`src/rtl/simon_tone_sched.sv`:
```
// Tone sequencer/arbiter for the Simon game: plays timed single tones or canned
// melodies on one frequency word, with its own millisecond timebase.
module simon_tone_sched #(
  parameter int FREQ_W = 10,
  parameter int DUR_W  = 10
) (
  input  logic              clk,
  input  logic              rst_n,
  input  logic [15:0]       ticks_per_milli,
  input  logic              tone_valid,
  input  logic [FREQ_W-1:0] tone_freq,
  input  logic [DUR_W-1:0]  tone_ms,
  output logic              tone_ready,
  input  logic              melody_start,
  input  logic              melody_id,
  input  logic              abort,
  output logic [FREQ_W-1:0] freq,
  output logic              busy,
  output logic              done
);

  typedef enum logic [1:0] {IDLE, TONE, MEL_NOTE, MEL_TREM} state_t;

  localparam logic [DUR_W:0] SUCC_NOTE_MS = (DUR_W+1)'(150);
  localparam logic [DUR_W:0] OVER_NOTE_MS = (DUR_W+1)'(300);
  localparam logic [DUR_W:0] TREM_MS      = (DUR_W+1)'(1000);

  state_t            state_q, state_d;
  logic [15:0]       tick_q, tick_d;
  logic [DUR_W:0]    ms_q, ms_d;
  logic [2:0]        idx_q, idx_d;
  logic [FREQ_W-1:0] tfreq_q, tfreq_d;
  logic [DUR_W-1:0]  tms_q, tms_d;
  logic              mid_q, mid_d;
  logic              done_q, done_d;

  logic [15:0]       tick_lim;
  logic              ms_wrap;
  logic [DUR_W:0]    ms_next;
  logic [15:0]       tick_adv;
  logic [DUR_W:0]    ms_adv;
  logic [DUR_W:0]    note_ms;
  logic              last_note;

  function automatic logic [FREQ_W-1:0] note_freq(input logic id, input logic [2:0] idx);
    logic [FREQ_W-1:0] f;
    f = '0;
    case ({id, idx})
      4'b0_000: f = FREQ_W'(330);
      4'b0_001: f = FREQ_W'(392);
      4'b0_010: f = FREQ_W'(659);
      4'b0_011: f = FREQ_W'(523);
      4'b0_100: f = FREQ_W'(587);
      4'b0_101: f = FREQ_W'(784);
      4'b1_000: f = FREQ_W'(622);
      4'b1_001: f = FREQ_W'(587);
      4'b1_010: f = FREQ_W'(554);
      4'b1_011: f = FREQ_W'(523);
      default:  f = '0;
    endcase
    return f;
  endfunction

  // A zero tick rate behaves as one tick per ms; >= lets a shrinking rate take effect at once.
  always_comb begin
    tick_lim  = (ticks_per_milli == 16'd0) ? 16'd0 : ticks_per_milli - 16'd1;
    ms_wrap   = (tick_q >= tick_lim);
    ms_next   = ms_q + 1'b1;
    tick_adv  = ms_wrap ? 16'd0 : tick_q + 16'd1;
    ms_adv    = ms_wrap ? ms_next : ms_q;
    note_ms   = mid_q ? OVER_NOTE_MS : SUCC_NOTE_MS;
    last_note = mid_q ? (idx_q == 3'd3) : (idx_q == 3'd6);
  end

  always_comb begin
    state_d = state_q;
    tick_d  = tick_q;
    ms_d    = ms_q;
    idx_d   = idx_q;
    tfreq_d = tfreq_q;
    tms_d   = tms_q;
    mid_d   = mid_q;
    done_d  = 1'b0;

    if (abort) begin
      state_d = IDLE;
      tick_d  = '0;
      ms_d    = '0;
      idx_d   = '0;
    end else begin
      case (state_q)
        IDLE: begin
          if (melody_start) begin
            state_d = MEL_NOTE;
            mid_d   = melody_id;
            idx_d   = '0;
            tick_d  = '0;
            ms_d    = '0;
          end else if (tone_valid) begin
            state_d = TONE;
            tfreq_d = tone_freq;
            tms_d   = tone_ms;
            tick_d  = '0;
            ms_d    = '0;
          end
        end
        TONE: begin
          tick_d = tick_adv;
          ms_d   = ms_adv;
          if (ms_wrap && (tms_q != '0) && (ms_next == {1'b0, tms_q})) begin
            state_d = IDLE;
            done_d  = 1'b1;
            tick_d  = '0;
            ms_d    = '0;
          end
        end
        MEL_NOTE: begin
          tick_d = tick_adv;
          ms_d   = ms_adv;
          if (ms_wrap && (ms_next == note_ms)) begin
            tick_d = '0;
            ms_d   = '0;
            if (!last_note) begin
              idx_d = idx_q + 3'd1;
            end else if (mid_q) begin
              state_d = MEL_TREM;
              idx_d   = '0;
            end else begin
              state_d = IDLE;
              done_d  = 1'b1;
              idx_d   = '0;
            end
          end
        end
        MEL_TREM: begin
          tick_d = tick_adv;
          ms_d   = ms_adv;
          if (ms_wrap && (ms_next == TREM_MS)) begin
            state_d = IDLE;
            done_d  = 1'b1;
            tick_d  = '0;
            ms_d    = '0;
          end
        end
        default: state_d = IDLE;
      endcase
    end
  end

  always_ff @(posedge clk or negedge rst_n) begin
    if (!rst_n) begin
      state_q <= IDLE;
      tick_q  <= '0;
      ms_q    <= '0;
      idx_q   <= '0;
      tfreq_q <= '0;
      tms_q   <= '0;
      mid_q   <= 1'b0;
      done_q  <= 1'b0;
    end else begin
      state_q <= state_d;
      tick_q  <= tick_d;
      ms_q    <= ms_d;
      idx_q   <= idx_d;
      tfreq_q <= tfreq_d;
      tms_q   <= tms_d;
      mid_q   <= mid_d;
      done_q  <= done_d;
    end
  end

  // Outputs decode registered state only, so reset silences the generator without a clock.
  always_comb begin
    freq = '0;
    case (state_q)
      TONE:     freq = tfreq_q;
      MEL_NOTE: freq = note_freq(mid_q, idx_q);
      MEL_TREM: freq = FREQ_W'(507) + FREQ_W'(ms_q[4:0]);
      default:  freq = '0;
    endcase
  end

  assign busy       = (state_q != IDLE);
  assign done       = done_q;
  assign tone_ready = rst_n && (state_q == IDLE) && !melody_start;

endmodule

```
`config.mk`:
```
export PLATFORM = sky130hd
export DESIGN_NAME = simon_tone_sched
export DESIGN_NICKNAME = d
export VERILOG_FILES = /design/src/rtl/simon_tone_sched.sv
export SDC_FILE = /design/constraint.sdc
export NUM_CORES = 1
export LEC_CHECK = 0
export BUFFER_PORTS_ARGS = -buffer_cell sky130_fd_sc_hd__buf_4
export CORE_UTILIZATION = 40
export DETAILED_ROUTE_END_ITERATION = 16
export SLEW_MARGIN = 5
export SYNTH_ARGS = -nofsm -noshare
export SYNTH_HDL_FRONTEND = slang
export SYNTH_SLANG_ARGS = --single-unit
```
`constraint.sdc`:
```
create_clock -name clk -period 3.32 [get_ports clk]
set_clock_uncertainty 0.2 [all_clocks]
set_input_delay 0.332 -clock clk [delete_from_list [all_inputs] [get_ports clk]]
set_output_delay 0.332 -clock clk [all_outputs]
set_load 0.005 [all_outputs]
```
==> results of run 1 <==
[what timing repair did]
item                                    CTS  global route
pin swaps                                29            22
cloned                                    0             1
gates resized for setup                  38            40
endpoints found under the hold margin     0             0
endpoints found under the setup margin   33            33
setup buffers                             8             3
[critical path, delay by kind of cell]
family	cells	cell delay (ns)
xor+xnor	1	0.16
fa+ha+maj	1	0.30
simple gates	7	1.62
compound gates	6	1.02
buf+inv	2	0.25
[cell usage in the layout, fill, tap and decap left out, types with 6 or more instances in the layout]
| master | instances |
|---|---|
| nand4_1 | 8 |
| a22o_1 | 7 |
| buf_4 | 113 |
| inv_1 | 15 |
| o21ai_2 | 22 |
| ha_1 | 27 |
| nand2b_1 | 6 |
| o21ai_1 | 12 |
| a21oi_1 | 21 |
| xor2_1 | 16 |
| xnor2_1 | 13 |
| buf_6 | 13 |
| dfrtp_1 | 54 |
| nand2_1 | 81 |
| o21ai_0 | 15 |
| nor2_1 | 31 |
| nand3_1 | 19 |
| mux2_2 | 21 |
| nor4_1 | 6 |
| nor3_1 | 8 |
| and3_1 | 11 |
[area by class of cell]
cell class | count | area share, %
multi-input cells | 436 | 54.0
flip-flops and latches | 54 | 23.0
repair buffers | 127 | 17.2
well taps | 136 | 2.90
clock buffers | 5 | 1.17
inverters | 15 | 0.959
clock inverters | 3 | 0.746
[metrics by stage]
step	hold slack, ns	total power, mW
after floorplan	-0.164	1.11
after global placement	0.281	1.31
after detailed placement	0.282	1.32
after CTS	0.0186	1.80
after global routing	0.0351	1.91
final	-0.00853	1.80
[state kept, by name, summed over array words and instances, names as in the netlist]
name / cells
tick_q: 16
ms_q: 11
tfreq_q: 10
tms_q: 10
idx_q: 3
state_q: 2
done: 1
mid_q: 1
[cell families (layout without fill, tap and decap cells)]
| kind of cell | count (synthesis) | after routing |
|---|---|---|
| AND/OR/NAND/NOR | 222 | 222 |
| AO/OA/AOI/OAI | 132 | 132 |
| flip-flops | 54 | 54 |
| buffers and inverters | 47 | 150 |
| XOR/XNOR | 29 | 29 |
| adder cells (fa/ha/maj) | 27 | 27 |
| multiplexers | 26 | 26 |
[worst paths after layout]
check	startpoint	endpoint	slack, ns	cells after the start
setup reg to reg	ms_q[0]$_DFFE_PN0P_	ms_q[9]$_DFFE_PN0P_	0.13	11
hold reg to reg	ms_q[10]$_DFFE_PN0P_	ms_q[10]$_DFFE_PN0P_	0.30	1
max in group asynchronous	rst_n	tick_q[14]$_DFFE_PN0P_	2.43	2
setup / recovery	ticks_per_milli[2]	ms_q[9]$_DFFE_PN0P_	-0.42	17
hold / removal	rst_n	ms_q[5]$_DFFE_PN0P_	-0.009	2
min in group clk	melody_id	mid_q$_DFFE_PN0P_	0.02	3
[report_power, final]
part	internal [mW]	switching [mW]	total (mW)
Sequential	0.738	0.0862	0.824
Combinational	0.278	0.240	0.518
Clock	0.227	0.231	0.457
[layer usage]
layer	wire, µm	track usage [%]
met1	5720	30.8
met2	6400	39.1
met3	563	2.67
met4	155	4.50
met5	0	0
==> impl_metrics.xml, run 1 <==
<?xml version="1.0" encoding="UTF-8"?>
<metrics>
  <group name="run_status">
    <metric name="run_status" unit="">complete, but fails checks</metric>
    <metric name="violations_in_the_final_reports" unit="">negative hold slack, negative setup slack</metric>
  </group>
  <group name="sta">
    <metric name="final.period_utilization" unit="%">113</metric>
    <metric name="rsz_0062_raised_after_global_routing" unit="">true</metric>
    <metric name="setup_total_negative_slack" unit="ns">-11.27</metric>
    <metric name="timing.hold.ws" unit="ns">-0.00853</metric>
    <metric name="drv_slew" unit="">0</metric>
    <metric name="period_minus_slack" unit="ns">3.74</metric>
    <metric name="final-setup-viol-count" unit="">33</metric>
    <metric name="timing.fmax" unit="MHz">267</metric>
    <metric name="finalWorstSetupSlack" unit="ns">-0.421</metric>
    <metric name="final_hold_viol_count" unit="">9</metric>
    <metric name="relSlewSlack" unit="%">45.0</metric>
    <metric name="tightest_slew" unit="ns">0.826</metric>
  </group>
  <group name="clocking">
    <metric name="clkTransAtPathRegs" unit="ns">0.11</metric>
    <metric name="tritoncts" unit="">yes</metric>
    <metric name="clk_root_buffer_cell" unit="">clkbuf_8</metric>
    <metric name="cts_sinks" unit="">54</metric>
    <metric name="cts_htree_levels" unit="">2</metric>
    <metric name="clkLatencyLatePin" unit="ns">0.31</metric>
    <metric name="cts.hold.buffers_added" unit="">0</metric>
    <metric name="cts_made_buffers" unit="">5</metric>
    <metric name="cts_buffer_depth" unit="">2</metric>
  </group>
  <group name="logic_synthesis">
    <metric name="synth_ff_type" unit="">dfrtp_1</metric>
    <metric name="synthesis.area_per_instance" unit="µm²">8.17</metric>
    <metric name="syn_nets" unit="">606</metric>
    <metric name="ys_top_cells_by_area" unit="">dfrtp_1 31%, ha_1 7.7%, nand2_1 7.3%</metric>
    <metric name="netlist_instances" unit="">537</metric>
    <metric name="syn-cell-area" unit="mm²">0.00439</metric>
    <metric name="number_of_warnings_reported_in_the_yosys_synthesis_log" unit="">0</metric>
    <metric name="synth_enable_flop_cells" unit="">0</metric>
    <metric name="synthAdderAreaFrac" unit="%">7.70</metric>
    <metric name="synthTopCellsByCount" unit="">85 x nand2_1, 54 x dfrtp_1, 48 x o21ai_0</metric>
    <metric name="synth_area_leader_cell" unit="">dfrtp_1</metric>
    <metric name="yosysMostFrequentCell" unit="">nand2_1</metric>
    <metric name="synth-compound-area-share" unit="%">19.1</metric>
    <metric name="synth_xor_xnor_area_share" unit="%">5.79</metric>
    <metric name="synth-seq-cells" unit="">54</metric>
    <metric name="asyncSetResetFlopFracSynth" unit="%">100</metric>
    <metric name="muxShareOfSynthArea" unit="%">6.53</metric>
    <metric name="synth_top_family_by_area" unit="">simple AND/OR/NAND/NOR gates</metric>
    <metric name="simple_gate_portion_of_the_synthesized_area" unit="%">25.3</metric>
    <metric name="synth_seq_area_share" unit="%">30.8</metric>
    <metric name="synth.distinct_cells" unit="">61</metric>
    <metric name="netlist.area_leader.share" unit="%">30.8</metric>
  </group>
  <group name="placement">
    <metric name="port_buffers" unit="">54</metric>
    <metric name="gp_congestion" unit="">0.920</metric>
    <metric name="placed_cell_area" unit="mm²">0.00540</metric>
    <metric name="dp_cells" unit="">757</metric>
    <metric name="place_hpwl" unit="mm">9.51</metric>
    <metric name="pre_cts_slack" unit="ns">-0.946</metric>
  </group>
  <group name="global_route">
    <metric name="vias_in_the_first_global_route" unit="">4308</metric>
    <metric name="gr-usage-all-layers" unit="%">22.7</metric>
    <metric name="antenna_found_initial" unit="">0</metric>
    <metric name="gr-total-overflow" unit="">0</metric>
    <metric name="grt_first_pass_wirelength" unit="mm">21.0</metric>
    <metric name="grt_start_max_net_pins" unit="">55</metric>
  </group>
  <group name="detailed_routing">
    <metric name="number_of_vias_in_the_routed_layout" unit="">4458</metric>
    <metric name="avgViaCountPerCell" unit="">5.74</metric>
    <metric name="routed_wl" unit="mm">12.8</metric>
    <metric name="number_of_routed_nets_with_antenna_violations" unit="">0</metric>
    <metric name="pre_antenna_drt_iters" unit="">7</metric>
    <metric name="initial_detailed_routing_violation_count" unit="">314</metric>
    <metric name="wl_per_cell" unit="µm">16.6</metric>
    <metric name="drc" unit="">0</metric>
  </group>
  <group name="die">
    <metric name="pin_count" unit="">55</metric>
    <metric name="start_util" unit="%">41.9</metric>
    <metric name="die_w" unit="µm">107</metric>
    <metric name="core-area" unit="mm²">0.0105</metric>
    <metric name="die_area" unit="mm²">0.0114</metric>
    <metric name="fp-row-count" unit="">37</metric>
    <metric name="die_outline_height" unit="µm">107</metric>
  </group>
  <group name="final_layout">
    <metric name="layout_cells_sized_above_1" unit="%">34.2</metric>
    <metric name="final-instance-count-excl-fill" unit="">776</metric>
    <metric name="area_growth_from_synthesis_to_layout" unit="%">33.8</metric>
    <metric name="multi_input_area" unit="mm²">0.00317</metric>
    <metric name="design.final.nets" unit="">708</metric>
    <metric name="fillers" unit="">982</metric>
    <metric name="final-seq-area" unit="mm²">0.00135</metric>
    <metric name="utilization" unit="%">56.1</metric>
    <metric name="diodes" unit="">0</metric>
    <metric name="final_design_area_no_fill" unit="mm²">0.00587</metric>
  </group>
  <group name="run">
    <metric name="timing.max_cap.violations" unit="">0</metric>
  </group>
  <group name="worst_setup_path">
    <metric name="cp.arrival" unit="ns">3.70</metric>
    <metric name="timing.critical_path.slowest_stage_cell" unit="">or4_4</metric>
    <metric name="critical_path_peak_fanout" unit="">7</metric>
    <metric name="cpPeakStageDelay" unit="ns">0.55</metric>
    <metric name="timing.critical_path.to_type" unit="">flop</metric>
    <metric name="data_required_time_at_the_worst_endpoint" unit="ns">3.28</metric>
    <metric name="critical_path.startpoint_type" unit="">primary input</metric>
    <metric name="path_class" unit="">primary input to flop</metric>
    <metric name="critical_path.cell_chain" unit="">buf_6, or4_4, nor4_4, nand2_2, nor3_2, xor2_1, nand2_1, ha_1, nand2_1, or3_4, o41ai_4, o31ai_4, a21oi_2, a2bb2oi_2, buf_6, a41oi_2, a31oi_1</metric>
  </group>
  <group name="power">
    <metric name="power_density" unit="mW/mm²">306</metric>
    <metric name="leakage" unit="nW">2.66</metric>
    <metric name="vdd.ir_drop.worst" unit="mV">0.171</metric>
  </group>
  <group name="hold_path">
    <metric name="min-delay-path-class" unit="">primary input to async pin</metric>
  </group>
</metrics>
No activity file was read; power rests on OpenSTA's default activity.
==> run 2, diff against run 1 <==
--- a/config.mk
+++ b/config.mk
@@ -5,7 +5,7 @@
 export SDC_FILE = /design/constraint.sdc
 export NUM_CORES = 1
 export LEC_CHECK = 0
-export BUFFER_PORTS_ARGS = -buffer_cell sky130_fd_sc_hd__buf_4
+export BUFFER_PORTS_ARGS = -buffer_cell sky130_fd_sc_hd__clkbuf_2
 export CORE_UTILIZATION = 40
 export DETAILED_ROUTE_END_ITERATION = 16
 export SLEW_MARGIN = 5
==> impl_metrics.xml, run 2 (synthesis gave the netlist of run 1 again) <==
<?xml version="1.0" encoding="UTF-8"?>
<metrics>
  <group name="run_status">
    <metric name="run_status" unit="">complete, but fails checks</metric>
    <metric name="violations_in_the_final_reports" unit="">negative setup slack</metric>
  </group>
  <group name="worst_setup_path">
    <metric name="critical_path.cell_chain" unit="">buf_8, nor4_4, nand2_1, or4_4, nor4_4, xor2_1, nand2_1, ha_1, nand4_1, or3_4, o41ai_4, o31ai_4, a21oi_2, a2bb2oi_2, or4_1, nand3_1</metric>
    <metric name="critical_path_peak_fanout" unit="">5</metric>
    <metric name="cp.arrival" unit="ns">3.73</metric>
    <metric name="timing.critical_path.buf_inv" unit="">1</metric>
    <metric name="timing.critical_path.slowest_stage_cell" unit="">or4_4</metric>
    <metric name="cell_type_group_with_the_largest_total_delay_on_the_critical_path" unit="">simple AND/OR/NAND/NOR gates</metric>
    <metric name="cpPeakStageDelay" unit="ns">0.47</metric>
    <metric name="path_class" unit="">primary input to flop</metric>
    <metric name="timing.critical_path.to_type" unit="">flop</metric>
    <metric name="critical_path.startpoint_type" unit="">primary input</metric>
    <metric name="data_required_time_at_the_worst_endpoint" unit="ns">3.37</metric>
  </group>
  <group name="sta">
    <metric name="period_minus_slack" unit="ns">3.68</metric>
    <metric name="final-setup-viol-count" unit="">33</metric>
    <metric name="rsz_0062_raised_after_global_routing" unit="">true</metric>
    <metric name="relSlewSlack" unit="%">52.7</metric>
    <metric name="final.period_utilization" unit="%">111</metric>
    <metric name="final_hold_viol_count" unit="">0</metric>
    <metric name="timing.fmax" unit="MHz">272</metric>
    <metric name="drv_slew" unit="">0</metric>
    <metric name="finalWorstSetupSlack" unit="ns">-0.363</metric>
    <metric name="tightest_slew" unit="ns">0.709</metric>
  </group>
  <group name="placement">
    <metric name="gp_congestion" unit="">0.936</metric>
    <metric name="port_buffers" unit="">54</metric>
    <metric name="place_hpwl" unit="mm">9.54</metric>
    <metric name="dp_cells" unit="">755</metric>
  </group>
  <group name="final_layout">
    <metric name="final-instance-count-excl-fill" unit="">773</metric>
    <metric name="design.final.nets" unit="">705</metric>
    <metric name="max_flop_register" unit="">tick_q</metric>
    <metric name="area_growth_from_synthesis_to_layout" unit="%">27.9</metric>
    <metric name="mostFrequentLayoutCell" unit="">nand2_1</metric>
    <metric name="layout.cells.most_common_list" unit="">81 x nand2_1, 64 x buf_4, 54 x dfrtp_1</metric>
    <metric name="biggestRegsByFlops" unit="">tick_q (16), ms_q (11)</metric>
    <metric name="largest_register_ff_count" unit="">16</metric>
    <metric name="diodes" unit="">0</metric>
    <metric name="layout_cells_sized_above_1" unit="%">30.3</metric>
  </group>
  <group name="power">
    <metric name="seq_power_share" unit="%">48.2</metric>
    <metric name="total_chip_power" unit="mW">1.71</metric>
    <metric name="power_density" unit="mW/mm²">304</metric>
    <metric name="p_int" unit="mW">1.14</metric>
    <metric name="leakage" unit="nW">2.54</metric>
    <metric name="p_sw_share" unit="%">33.2</metric>
    <metric name="vdd.ir_drop.worst" unit="mV">0.162</metric>
    <metric name="share_comb_of_total_power" unit="%">28.5</metric>
    <metric name="clkPwrFrac" unit="%">23.3</metric>
    <metric name="netSwitchingPower" unit="mW">0.565</metric>
  </group>
  <group name="clocking">
    <metric name="cts_sinks" unit="">54</metric>
    <metric name="tritoncts" unit="">yes</metric>
    <metric name="cts_made_buffers" unit="">5</metric>
    <metric name="clkTransAtPathRegs" unit="ns">0.11</metric>
    <metric name="clkLatencyLatePin" unit="ns">0.32</metric>
    <metric name="clk_root_buffer_cell" unit="">clkbuf_8</metric>
    <metric name="cts_htree_levels" unit="">2</metric>
    <metric name="cts_buffer_depth" unit="">2</metric>
    <metric name="cts.hold.buffers_added" unit="">0</metric>
  </group>
  <group name="die">
    <metric name="die_area" unit="mm²">0.0114</metric>
    <metric name="fp-row-count" unit="">37</metric>
    <metric name="die_w" unit="µm">107</metric>
    <metric name="core-area" unit="mm²">0.0105</metric>
    <metric name="die_outline_height" unit="µm">107</metric>
    <metric name="pin_count" unit="">55</metric>
    <metric name="start_util" unit="%">41.9</metric>
  </group>
  <group name="detailed_routing">
    <metric name="initial_detailed_routing_violation_count" unit="">312</metric>
    <metric name="number_of_vias_in_the_routed_layout" unit="">4372</metric>
    <metric name="wl_per_cell" unit="µm">16.5</metric>
    <metric name="avgViaCountPerCell" unit="">5.66</metric>
    <metric name="drc" unit="">0</metric>
    <metric name="number_of_routed_nets_with_antenna_violations" unit="">0</metric>
    <metric name="pre_antenna_drt_iters" unit="">5</metric>
    <metric name="routed_wl" unit="mm">12.7</metric>
  </group>
  <group name="global_route">
    <metric name="grt_start_max_net_pins" unit="">55</metric>
    <metric name="antenna_found_initial" unit="">0</metric>
    <metric name="gr-usage-all-layers" unit="%">23.1</metric>
    <metric name="gr-total-overflow" unit="">0</metric>
    <metric name="vias_in_the_first_global_route" unit="">4264</metric>
    <metric name="grt_first_pass_wirelength" unit="mm">21.1</metric>
  </group>
  <group name="run">
    <metric name="timing.max_cap.violations" unit="">0</metric>
  </group>
  <group name="hold_path">
    <metric name="min-delay-path-class" unit="">primary input to flop</metric>
  </group>
</metrics>
run 2: cell types whose count changed in the layout (fill, tap and decap cells not counted), moves of 6 or more:
cell,change
clkbuf_2,+52
o21ai_1,+14
buf_4,-49
o21ai_0,+6
o21ai_2,-20
buf_6,-8
run 2: metal layers:
metal	share of wire, %	track usage [%]
met1	47	31.6
met2	47	38.5
met3	4.1	3.16
met4	1.9	5.58
met5	0	0
run 2: per-stage QoR:
step           hold slack [ns]  worst slack (ns)  util (%)  setup TNS [ns]  area, µm²
2_1_floorplan           -0.164            -0.593         -          -13.46       4540
3_3_place_gp             0.277            -0.866      50.2          -24.26       5250
5_1_grt                 0.0344            -0.570      53.6          -15.09       5610
4_1_cts                 0.0140            -0.342      53.1           -7.45       5560
6_report                0.0158            -0.363      53.6           -8.11       5610
3_5_place_dp             0.290            -0.924      50.2          -26.78       5250
run 2: layout make-up:
cell class,count,area [µm²]
inverter,15,56.3
timing repair buffer,124,837
tap,136,170
clock inverter,3,25.0
multi-input combinational,436,3100
fill,1018,4850
sequential,54,1350
clock buffer,5,68.8
run 2: power by group through the flow:
| stage | sequential (mW) | clock, mW | combinational (mW) |
|---|---|---|---|
| global placement | 0.832 | 0 | 0.446 |
| finish | 0.821 | 0.398 | 0.486 |
| floorplan | 0.799 | 0 | 0.307 |
| global route | 0.834 | 0.429 | 0.539 |
| CTS | 0.823 | 0.407 | 0.484 |
| detailed placement | 0.836 | 0 | 0.457 |
run 2: path summary, 6_finish.rpt:
| check | to | cells after the start | slack [ns] | from |
|---|---|---|---|---|
| setup / recovery | state_q[0]$_DFFE_PN0P_ | 16 | -0.36 | ticks_per_milli[5] |
| hold reg to reg | ms_q[10]$_DFFE_PN0P_ | 1 | 0.31 | ms_q[10]$_DFFE_PN0P_ |
| setup reg to reg | state_q[0]$_DFFE_PN0P_ | 10 | -0.04 | ms_q[0]$_DFFE_PN0P_ |
| max in group asynchronous | tick_q[8]$_DFFE_PN0P_ | 2 | 2.40 | rst_n |
| hold / removal | mid_q$_DFFE_PN0P_ | 3 | 0.02 | melody_id |
| min in group asynchronous | tms_q[5]$_DFFE_PN0P_ | 2 | 0.04 | rst_n |
run 2: tightest hold or removal path, delay by kind of cell:
kind / cells / cell delay (ns)
AOI/OAI and AO/OA: 1 / 0.06
buffers and inverters: 1 / 0.07
and+or+nand+nor: 1 / 0.04
run 2: timing repair:
action | in CTS | in global routing
setup buffers | 9 | 0
pin swaps | 12 | 3
setup endpoints to repair | 33 | 33
gates resized for setup | 29 | 11
cloned | 1 | 0
